===== config.mk =====
export PLATFORM = sky130hd
export DESIGN_NAME = seq_miter
export DESIGN_NICKNAME = d
export VERILOG_FILES = /design/src/rtl/seq_miter_pkg.sv /design/src/rtl/seq_miter_delay.sv /design/src/rtl/seq_miter.sv
export SDC_FILE = /design/constraint.sdc
export NUM_CORES = 1
export LEC_CHECK = 0
export BUFFER_PORTS_ARGS = -buffer_cell sky130_fd_sc_hd__buf_2
export CORE_MARGIN = 1
export CORE_UTILIZATION = 49
export CTS_CLUSTER_DIAMETER = 50
export DETAILED_ROUTE_END_ITERATION = 6
export PLACE_DENSITY = 0.74
export SYNTH_ARGS = -nofsm -noshare
export SYNTH_HDL_FRONTEND = slang
export SYNTH_SLANG_ARGS = --single-unit

===== constraint.sdc =====
create_clock -name clk -period 2.7 [get_ports clk]
set_clock_uncertainty 0.2 [all_clocks]
set_input_delay 0 -clock clk [delete_from_list [all_inputs] [get_ports clk]]
set_output_delay 0 -clock clk [all_outputs]
set_load 0.05 [all_outputs]

===== src/rtl/seq_miter_pkg.sv =====
// seq_miter_pkg: shared FSM state type, warm-up counter width and first_ch width helper
package seq_miter_pkg;

    typedef enum logic [1:0] {
        WARMUP  = 2'd0,
        COMPARE = 2'd1,
        FAILED  = 2'd2
    } state_e;

    // LAT_DIFF is at most 15, so a 4-bit warm-up down-counter is enough
    localparam int LAT_W = 4;

    // first_ch width: at least one bit even for a single channel
    function automatic int ch_w(input int n);
        return (n > 1) ? $clog2(n) : 1;
    endfunction

endpackage


===== src/rtl/seq_miter_delay.sv =====
// seq_miter_delay: DEPTH-stage valid/data shift register (DEPTH=0 is a wire-through)
// Ports: clk, rst_n (async, active-low), clear (sync restart),
//        i_valid/i_data in, o_valid/o_data out after DEPTH clocks.
// Only the valid bits are reset or cleared; data is don't-care while valid is 0.
module seq_miter_delay #(
    parameter int WIDTH = 8,
    parameter int DEPTH = 2
) (
    input  logic             clk,
    input  logic             rst_n,
    input  logic             clear,
    input  logic             i_valid,
    input  logic [WIDTH-1:0] i_data,
    output logic             o_valid,
    output logic [WIDTH-1:0] o_data
);

    if (DEPTH == 0) begin : g_wire
        logic w_unused;
        assign w_unused = ^{clk, rst_n, clear};
        assign o_valid  = i_valid;
        assign o_data   = i_data;
    end else begin : g_reg
        logic [DEPTH-1:0] r_v;
        logic [WIDTH-1:0] r_d [DEPTH];
        always_ff @(posedge clk or negedge rst_n) begin
            if (!rst_n) begin
                r_v <= '0;
            end else if (clear) begin
                r_v <= '0;
            end else begin
                r_v[0] <= i_valid;
                for (int k = 1; k < DEPTH; k++) r_v[k] <= r_v[k-1];
            end
        end
        always_ff @(posedge clk) begin
            r_d[0] <= i_data;
            for (int k = 1; k < DEPTH; k++) r_d[k] <= r_d[k-1];
        end
        assign o_valid = r_v[DEPTH-1];
        assign o_data  = r_d[DEPTH-1];
    end

endmodule


===== src/rtl/seq_miter.sv =====
// seq_miter: sequential miter comparing CHANNELS spec/impl valid-data streams, impl lagging by LAT_DIFF
// Ports: clk, rst_n (async, active-low), clear (sync session restart),
//        spec_valid/spec_data, impl_valid/impl_data (channel i at [i*WIDTH +: WIDTH]),
//        warm (comparing), mismatch (sticky), first_ch (lowest failing channel of first
//        failing cycle), mismatch_cnt / compare_cnt (saturating cycle counts).
// Build option: define SEQ_MITER_ASSERT_EN to embed the no_mismatch assertion and the
//        warm_reached / compared covers; outputs are identical either way.
module seq_miter
    import seq_miter_pkg::*;
#(
    parameter int WIDTH    = 8,
    parameter int CHANNELS = 2,
    parameter int LAT_DIFF = 2,
    parameter int CNT_W    = 16
) (
    input  logic                      clk,
    input  logic                      rst_n,
    input  logic                      clear,
    input  logic [CHANNELS-1:0]       spec_valid,
    input  logic [CHANNELS*WIDTH-1:0] spec_data,
    input  logic [CHANNELS-1:0]       impl_valid,
    input  logic [CHANNELS*WIDTH-1:0] impl_data,
    output logic                      warm,
    output logic                      mismatch,
    output logic [ch_w(CHANNELS)-1:0] first_ch,
    output logic [CNT_W-1:0]          mismatch_cnt,
    output logic [CNT_W-1:0]          compare_cnt
);

    localparam int CH_W = ch_w(CHANNELS);

    state_e                    r_state, w_state_nxt;
    logic [LAT_W-1:0]          r_cnt, w_cnt_nxt;
    logic                      r_mis;
    logic [CH_W-1:0]           r_first, w_low;
    logic [CNT_W-1:0]          r_mcnt, r_ccnt;
    logic [CHANNELS-1:0]       w_dv, w_fail, w_both;
    logic [CHANNELS*WIDTH-1:0] w_dd;
    logic                      w_active, w_any_fail, w_any_both;

    for (genvar c = 0; c < CHANNELS; c++) begin : g_ch
        seq_miter_delay #(.WIDTH(WIDTH), .DEPTH(LAT_DIFF)) u_dly (
            .clk     (clk),
            .rst_n   (rst_n),
            .clear   (clear),
            .i_valid (spec_valid[c]),
            .i_data  (spec_data[c*WIDTH +: WIDTH]),
            .o_valid (w_dv[c]),
            .o_data  (w_dd[c*WIDTH +: WIDTH])
        );
    end

    always_comb begin
        w_fail = '0;
        w_both = '0;
        w_low  = '0;
        for (int i = 0; i < CHANNELS; i++) begin
            w_both[i] = w_dv[i] & impl_valid[i];
            w_fail[i] = (w_dv[i] != impl_valid[i]) ||
                        (w_both[i] && (w_dd[i*WIDTH +: WIDTH] != impl_data[i*WIDTH +: WIDTH]));
        end
        // descending scan so the lowest failing index wins
        for (int i = CHANNELS - 1; i >= 0; i--) begin
            if (w_fail[i]) w_low = CH_W'(i);
        end
    end

    assign w_active   = (r_state != WARMUP);
    assign w_any_fail = |w_fail;
    assign w_any_both = |w_both;

    // counter value 1 (or 0 for LAT_DIFF=0) is the last warm-up cycle, so COMPARE
    // is entered LAT_DIFF edges after reset, or one edge when LAT_DIFF=0
    always_comb begin
        w_state_nxt = r_state;
        w_cnt_nxt   = r_cnt;
        case (r_state)
            WARMUP: begin
                w_cnt_nxt = (r_cnt == '0) ? r_cnt : r_cnt - LAT_W'(1);
                if (r_cnt <= LAT_W'(1)) w_state_nxt = COMPARE;
            end
            COMPARE: if (w_any_fail) w_state_nxt = FAILED;
            default: w_state_nxt = r_state;
        endcase
    end

    always_ff @(posedge clk or negedge rst_n) begin
        if (!rst_n) begin
            r_state <= WARMUP;
            r_cnt   <= LAT_W'(LAT_DIFF);
            r_mis   <= 1'b0;
            r_first <= '0;
            r_mcnt  <= '0;
            r_ccnt  <= '0;
        end else if (clear) begin
            r_state <= WARMUP;
            r_cnt   <= LAT_W'(LAT_DIFF);
            r_mis   <= 1'b0;
            r_first <= '0;
            r_mcnt  <= '0;
            r_ccnt  <= '0;
        end else begin
            r_state <= w_state_nxt;
            r_cnt   <= w_cnt_nxt;
            if (w_active && w_any_fail) r_mis <= 1'b1;
            if (r_state == COMPARE && w_any_fail) r_first <= w_low;
            if (w_active && w_any_fail && !(&r_mcnt)) r_mcnt <= r_mcnt + CNT_W'(1);
            if (w_active && w_any_both && !(&r_ccnt)) r_ccnt <= r_ccnt + CNT_W'(1);
        end
    end

    assign warm         = w_active;
    assign mismatch     = r_mis;
    assign first_ch     = r_first;
    assign mismatch_cnt = r_mcnt;
    assign compare_cnt  = r_ccnt;

`ifdef SEQ_MITER_ASSERT_EN
    

    
    
    
`else
`endif

endmodule


Word level (Yosys, flattened, before mapping)
Memory sizes are Yosys's and may differ from the RTL's. Index checks and enable logic that the tools add are counted.

Add/subtract/negate cells: 3. Multipliers: 0. Div/mod/pow operators: 0. Magnitude comparators: 1. Equal/unequal tests: 8. Shift-type cells: 0. Mux-type cells: 19. Bitwise gates (word level): 2. Reduce and logical (&&, ||, !) cells: 26.

Operators by type and width (number): 16-bit 2-to-1 mux (4); 16-bit by 1-bit adder with 16-bit output (second input constant) (2); 16-bit AND reduction (2); 8-bit inequality test (2); 4-bit 2-to-1 mux (3); 2-bit nonzero test (6); 2-bit 2-to-1 mux (5); 1-bit logical AND (7); 1-bit 2-to-1 mux (6); 3-bit inequality test (second input constant) (2); 4-bit by 1-bit <= comparator with 1-bit output (second input constant) (1); 4-bit logical NOT (1); 2-bit one-hot mux with 2 select lines (1); 2-bit OR reduction (2); 4-bit by 1-bit subtractor with 4-bit output (second input constant) (1); 3-bit AND reduction (1); 3-bit nonzero test (1); 1-bit AND (2); 2-bit by 1-bit == test with 1-bit output (second input constant) (1); 1-bit logical NOT (2); 2-bit logical NOT (1); 1-bit logical OR (2); 1-bit inequality test (2); 2-bit inequality test (second input constant) (1); 2-bit AND reduction (1).

Bits in registers: 44. Latch bits: 0. RAM bits: 32. Memory bits (read-only): 0. Input port bits: 39. Output and inout bits: 35. Word-level logic and storage cells: 69. Memories: 2.

Memory list: g_ch[0].u_dly.g_reg.r_d (words 2, bits a word 8, rd ports 2, clocked after Yosys merged registers in 0, write ports 2, line seq_miter_delay.sv:25) `logic [WIDTH-1:0] r_d [DEPTH];`; g_ch[1].u_dly.g_reg.r_d (words 2, bits a word 8, rd ports 2, clocked after Yosys merged registers in 0, write ports 2, line seq_miter_delay.sv:25).

Depth between registers and ports, before layout
Word-level depth: 8. Depth in mapped cells: 7. Gate-level depth less buffers: 7.

Cells and area by module
Synthesis repeated with hierarchy kept, for this count alone.

Cell total of the unflattened synthesis: 315. Area, all modules: 3280.6 um2.

By module, submodules not included: seq_miter (instances 1, cells each 259, area an instance 2394.8 um2, sequential area each 1002.2 um2); seq_miter_delay (instances 2, cells each 28, area an instance 442.9 um2, sequential area each 370.4 um2).

Worst setup path after synthesis
No wires, ideal clock.

Path type: register to register. From: reg r_ccnt[0], in the netlist compare_cnt[0]. To: reg r_ccnt[14], in the netlist compare_cnt[14]. Setup time: 132 ps. Arrival time: 2133 ps. Data required time: 2368 ps. Path slack: 235 ps. Stages on the path, launching flop included: 8. Path buffers: 0. Clock period less this slack: 2465 ps. Cell sequence: dfrtp_1 -> ha_1 -> and3_1 -> nor2b_1 -> or4b_4 -> nor3_2 -> xnor2_1 -> nor2_1.

Longest elaborated chain between the ends: 4. Elaborated cells between the ends (all ways): 7. Classes of those cells: add/sub (1); mux (2); reduce/logical (4).

RTL lines: from (decl) (line seq_miter.sv:36) `logic [CNT_W-1:0] r_mcnt, r_ccnt;`; from (signal assigned) (line seq_miter.sv:108) `if (w_active && w_any_both && !(&r_ccnt)) r_ccnt <= r_ccnt + CNT_W'(1);`; branches (longest 4 deep; another with 16-bit by 1-bit adder with 16-bit output).

Several ways; the timed one is not identified. The select of a mux whose other input is x is not followed. A chain may end at the register's enable or synchronous reset.

Worst setup path after layout
Same ends and word-level chain as after synthesis.

==> summary.md <==
| Metric | Value |
|---|---|
| Outcome | complete, but fails checks |
| Failing checks | DRC |
| Power density over the cells | 663 nW/um^2 |
| Peak Freq | 0.436 GHz |
| Die ar. | a little under 7000 sq um |
| Initial Util | 50.6% |
| Total Power | 2.69 mW |
| Share of cells above drive strength 1 | 27.4% |
| Crit path required time | between 2000 and 3000 ps |
| HPWL after DPL | 4300 microns |
| N_diodes | 0 |
| Clk sinks | 76 |
| Core area | between 6000 and 7000 sq um |
| Worst path bufs/invs | 0 |
| Total Routing Usage GR | 19.8% |
| Netlist Area Pre-Place | 3210 sq um |
| Area of the multi-input gates | 1400 sq um |
| Hold Path Depth | 2 |
| Residual DRC | 2 |
| Die Wd | 83.0 microns |
| RSZ-0062 raised after global routing | false |
| CP Capture Type | flip-flop |
| End of the worst register-to-register path | compare_cnt[14] |
| Slew Limit Fails | 0 |
| Ys flop type | dfrtp_1 |
| H-tree depth | 3 |
| Final setup TNS | 0 ps |
| Die Y | 83.0 microns |
| CP top delay family | simple AND/OR/NAND/NOR gates |
| Hold Vio Cnt, Final | 0 |
| Initial antenna violation count | 0 |
| DR pass1 iterations | 6 |
| Worst-case reg-to-reg path depth | 7 |
| Vias in the first global route | ~2400 |
| Synth cell types | 44 |
| Root Buffer | clkbuf_8 |
| Final Setup Violations | 0 |
| Input/output buffers | 73 |
| P_leak | 1.95 nW |
| Min-delay src | spec_data[14] |
| Initial DRC count | 127 |
| CP startpoint kind | flip-flop |
| Min Hold Slack | between 80 and 90 ps |
| HP Class | in -> reg |
| Crit-path cells | ha_1 > and3_1 > nor2b_1 > or4b_4 > nor3_2 > xnor2_1 > nor2_1 |
| Synthesized Nets | roughly 340 |
| I/O pins | 74 |
| Fill cells | just over 500 |
| #FFs+latches synth | 76 |
| CP peak stage delay | 520 ps |
| Mapped Cells | slightly below 300 |
| Detail Route Antenna Nets | 0 |
| CP Data Arrival Time | ~2300 ps |
| Number of synthesized flops with an enable pin | 0 |
| Drt wl/cell | 13.6 microns |
| Worst-margin pin slew | between 900 and 1000 ps |
| Reg2reg start | compare_cnt[0] |
| Relative slew slack | between 30% and 40% |
| Sequential cell area | 1740 sq um |
| Crit path launch | compare_cnt[0] |
| Largest net degree at the start of global routing | 56 |
| Vias | about 2500 |
| Maximum vdd drop | 0.000433 V |
| WHS Endpoint | g_ch[1].u_dly.g_reg.r_d[0][6] |
| # rows | 29 |
| FF-to-FF setup slack | 410 ps |
| CTS tree | built |
| Nets | 438 |
| Syn avg cell area | 10.9 sq um |
| Clock buffer depth | 2 |
| Final worst-path cycle share | 84.9% |
| Cts bufs inserted | 9 |
| Grt total ovfl | 0 |
| Seq/Total Area, Yosys | 54.3% |
| Routability cong. | about 0.73 |
| CTS clk-pin slew, worst paths | about 80 ps |
| Util after Layout | 63.9% |
| Via density | 5.19 |
| WL final | 6450 microns |
| Min Tclk post-route | 2290 ps |
| Synth warn | 0 |
| Worst-Skew Late Latency | around 350 ps |
| Slowest cell on crit path | or4b_4 |
| Area grow syn2layout | 26.3% |
| First-pass GRT wire length | 10900 microns |
| CP max FO | 5 |
| Async set-reset flop share out of synthesis | 57.9% |
| Crit Path Category | reg -> reg |
| Max_cap viols | 0 |
[timing repair]
action                                 in CTS  in global routing
setup buffers                               0                  0
resized for setup                           0                  0
endpoints found under the hold margin      62                  0
hold buffers                               20                  0
[cell families (layout without fill, tap and decap cells)]
logic type | after synthesis | after routing | share of synthesized area [%]
simple gates | 126 | 126 | 21.9
mux | 12 | 12 | 4.13
xor+xnor | 34 | 34 | 9.27
buf+inv | 16 | 118 | 2.30
compound gates | 26 | 26 | 5.80
flops | 76 | 76 | 54.3
fa+ha+maj | 6 | 6 | 2.34
[worst max path at each step]
stage / endpoint / slack (ps) / depth (start not counted)
global route: compare_cnt[14] / 220 / 7
CTS: compare_cnt[12] / 390 / 7
detailed placement: mismatch_cnt[8] / 410 / 7
floorplan: compare_cnt[14] / 230 / 7
finish: compare_cnt[14] / 410 / 7
global placement: compare_cnt[14] / 440 / 7
[area by class of cell]
cell class / instances / area share (%)
Multi-Input combinational cell: 204 / 34.4
Clock inverter: 5 / 1.14
Sequential cell: 76 / 43.0
Timing Repair Buffer: 97 / 14.7
Clock buffer: 11 / 4.01
Tap cell: 77 / 2.37
Inverter: 5 / 0.463
[metal layers]
metal  GRT usage, %  part of all wire, %
met5              0                    0
met2           31.2                   48
met3           3.98                  3.7
met4           9.40                  2.1
met1           26.1                   46
[cell usage after synthesis (all sizes together), types with 6 or more instances]
cell type   n  area share (%)
nor2       36             4.2
clkbuf      6            0.70
ha          6             2.3
and3        6             1.3
dfrtp      43              34
nor2b      17             3.3
xor2       29             7.9
nand4      13             3.0
nor4       11             2.6
mux2       10             3.5
dfxtp      32              20
nand2      14             1.6
o21ai       7             1.1
nand3       7             1.1
nor3        9             1.6
[registers in the layout, indices dropped and copies added (netlist names)]
register,flops
first_ch,1
r_state,2
g_ch.u_dly.g_reg.r_d,32
mismatch,1
r_cnt,4
mismatch_cnt,16
g_ch.u_dly.g_reg.r_v,4
compare_cnt,16
[report_power, final]
group | internal (mW) | switching (mW) | total [mW]
combinational | 0.207 | 0.332 | 0.539
clock | 0.433 | 0.442 | 0.875
sequential | 1.21 | 0.0626 | 1.28
total | 1.85 | 0.837 | 2.69
[metrics by stage]
stage	setup slack (ps)	instance area, sq um	instances
2_1_floorplan	235	3210	296
3_3_place_gp	440	3650	439
3_5_place_dp	412	3650	439
4_1_cts	386	4060	475
5_1_grt	221	4060	475
6_report	409	4060	475
[layout by cell type (no fill, tap or decap), types with 3 or more instances in the layout]
cell type / count
o21ba_2: 4
o31a_1: 3
nor2b_1: 17
a21oi_1: 5
nand3_1: 7
xor2_1: 29
mux2_1: 6
dfxtp_1: 32
nor4_1: 10
inv_1: 5
nor2_1: 36
nand2_1: 14
nand2b_1: 3
xnor2_1: 5
nor3_1: 8
dfrtp_1: 43
inv_6: 3
clkbuf_8: 10
nand4_1: 12
ha_1: 6
mux2_2: 4
buf_2: 73
dlygate4sd3_1: 20
or3_1: 3
buf_4: 4
and4_1: 3
and3_1: 5
o21ai_0: 7
(Power assumes the default switching activity.)
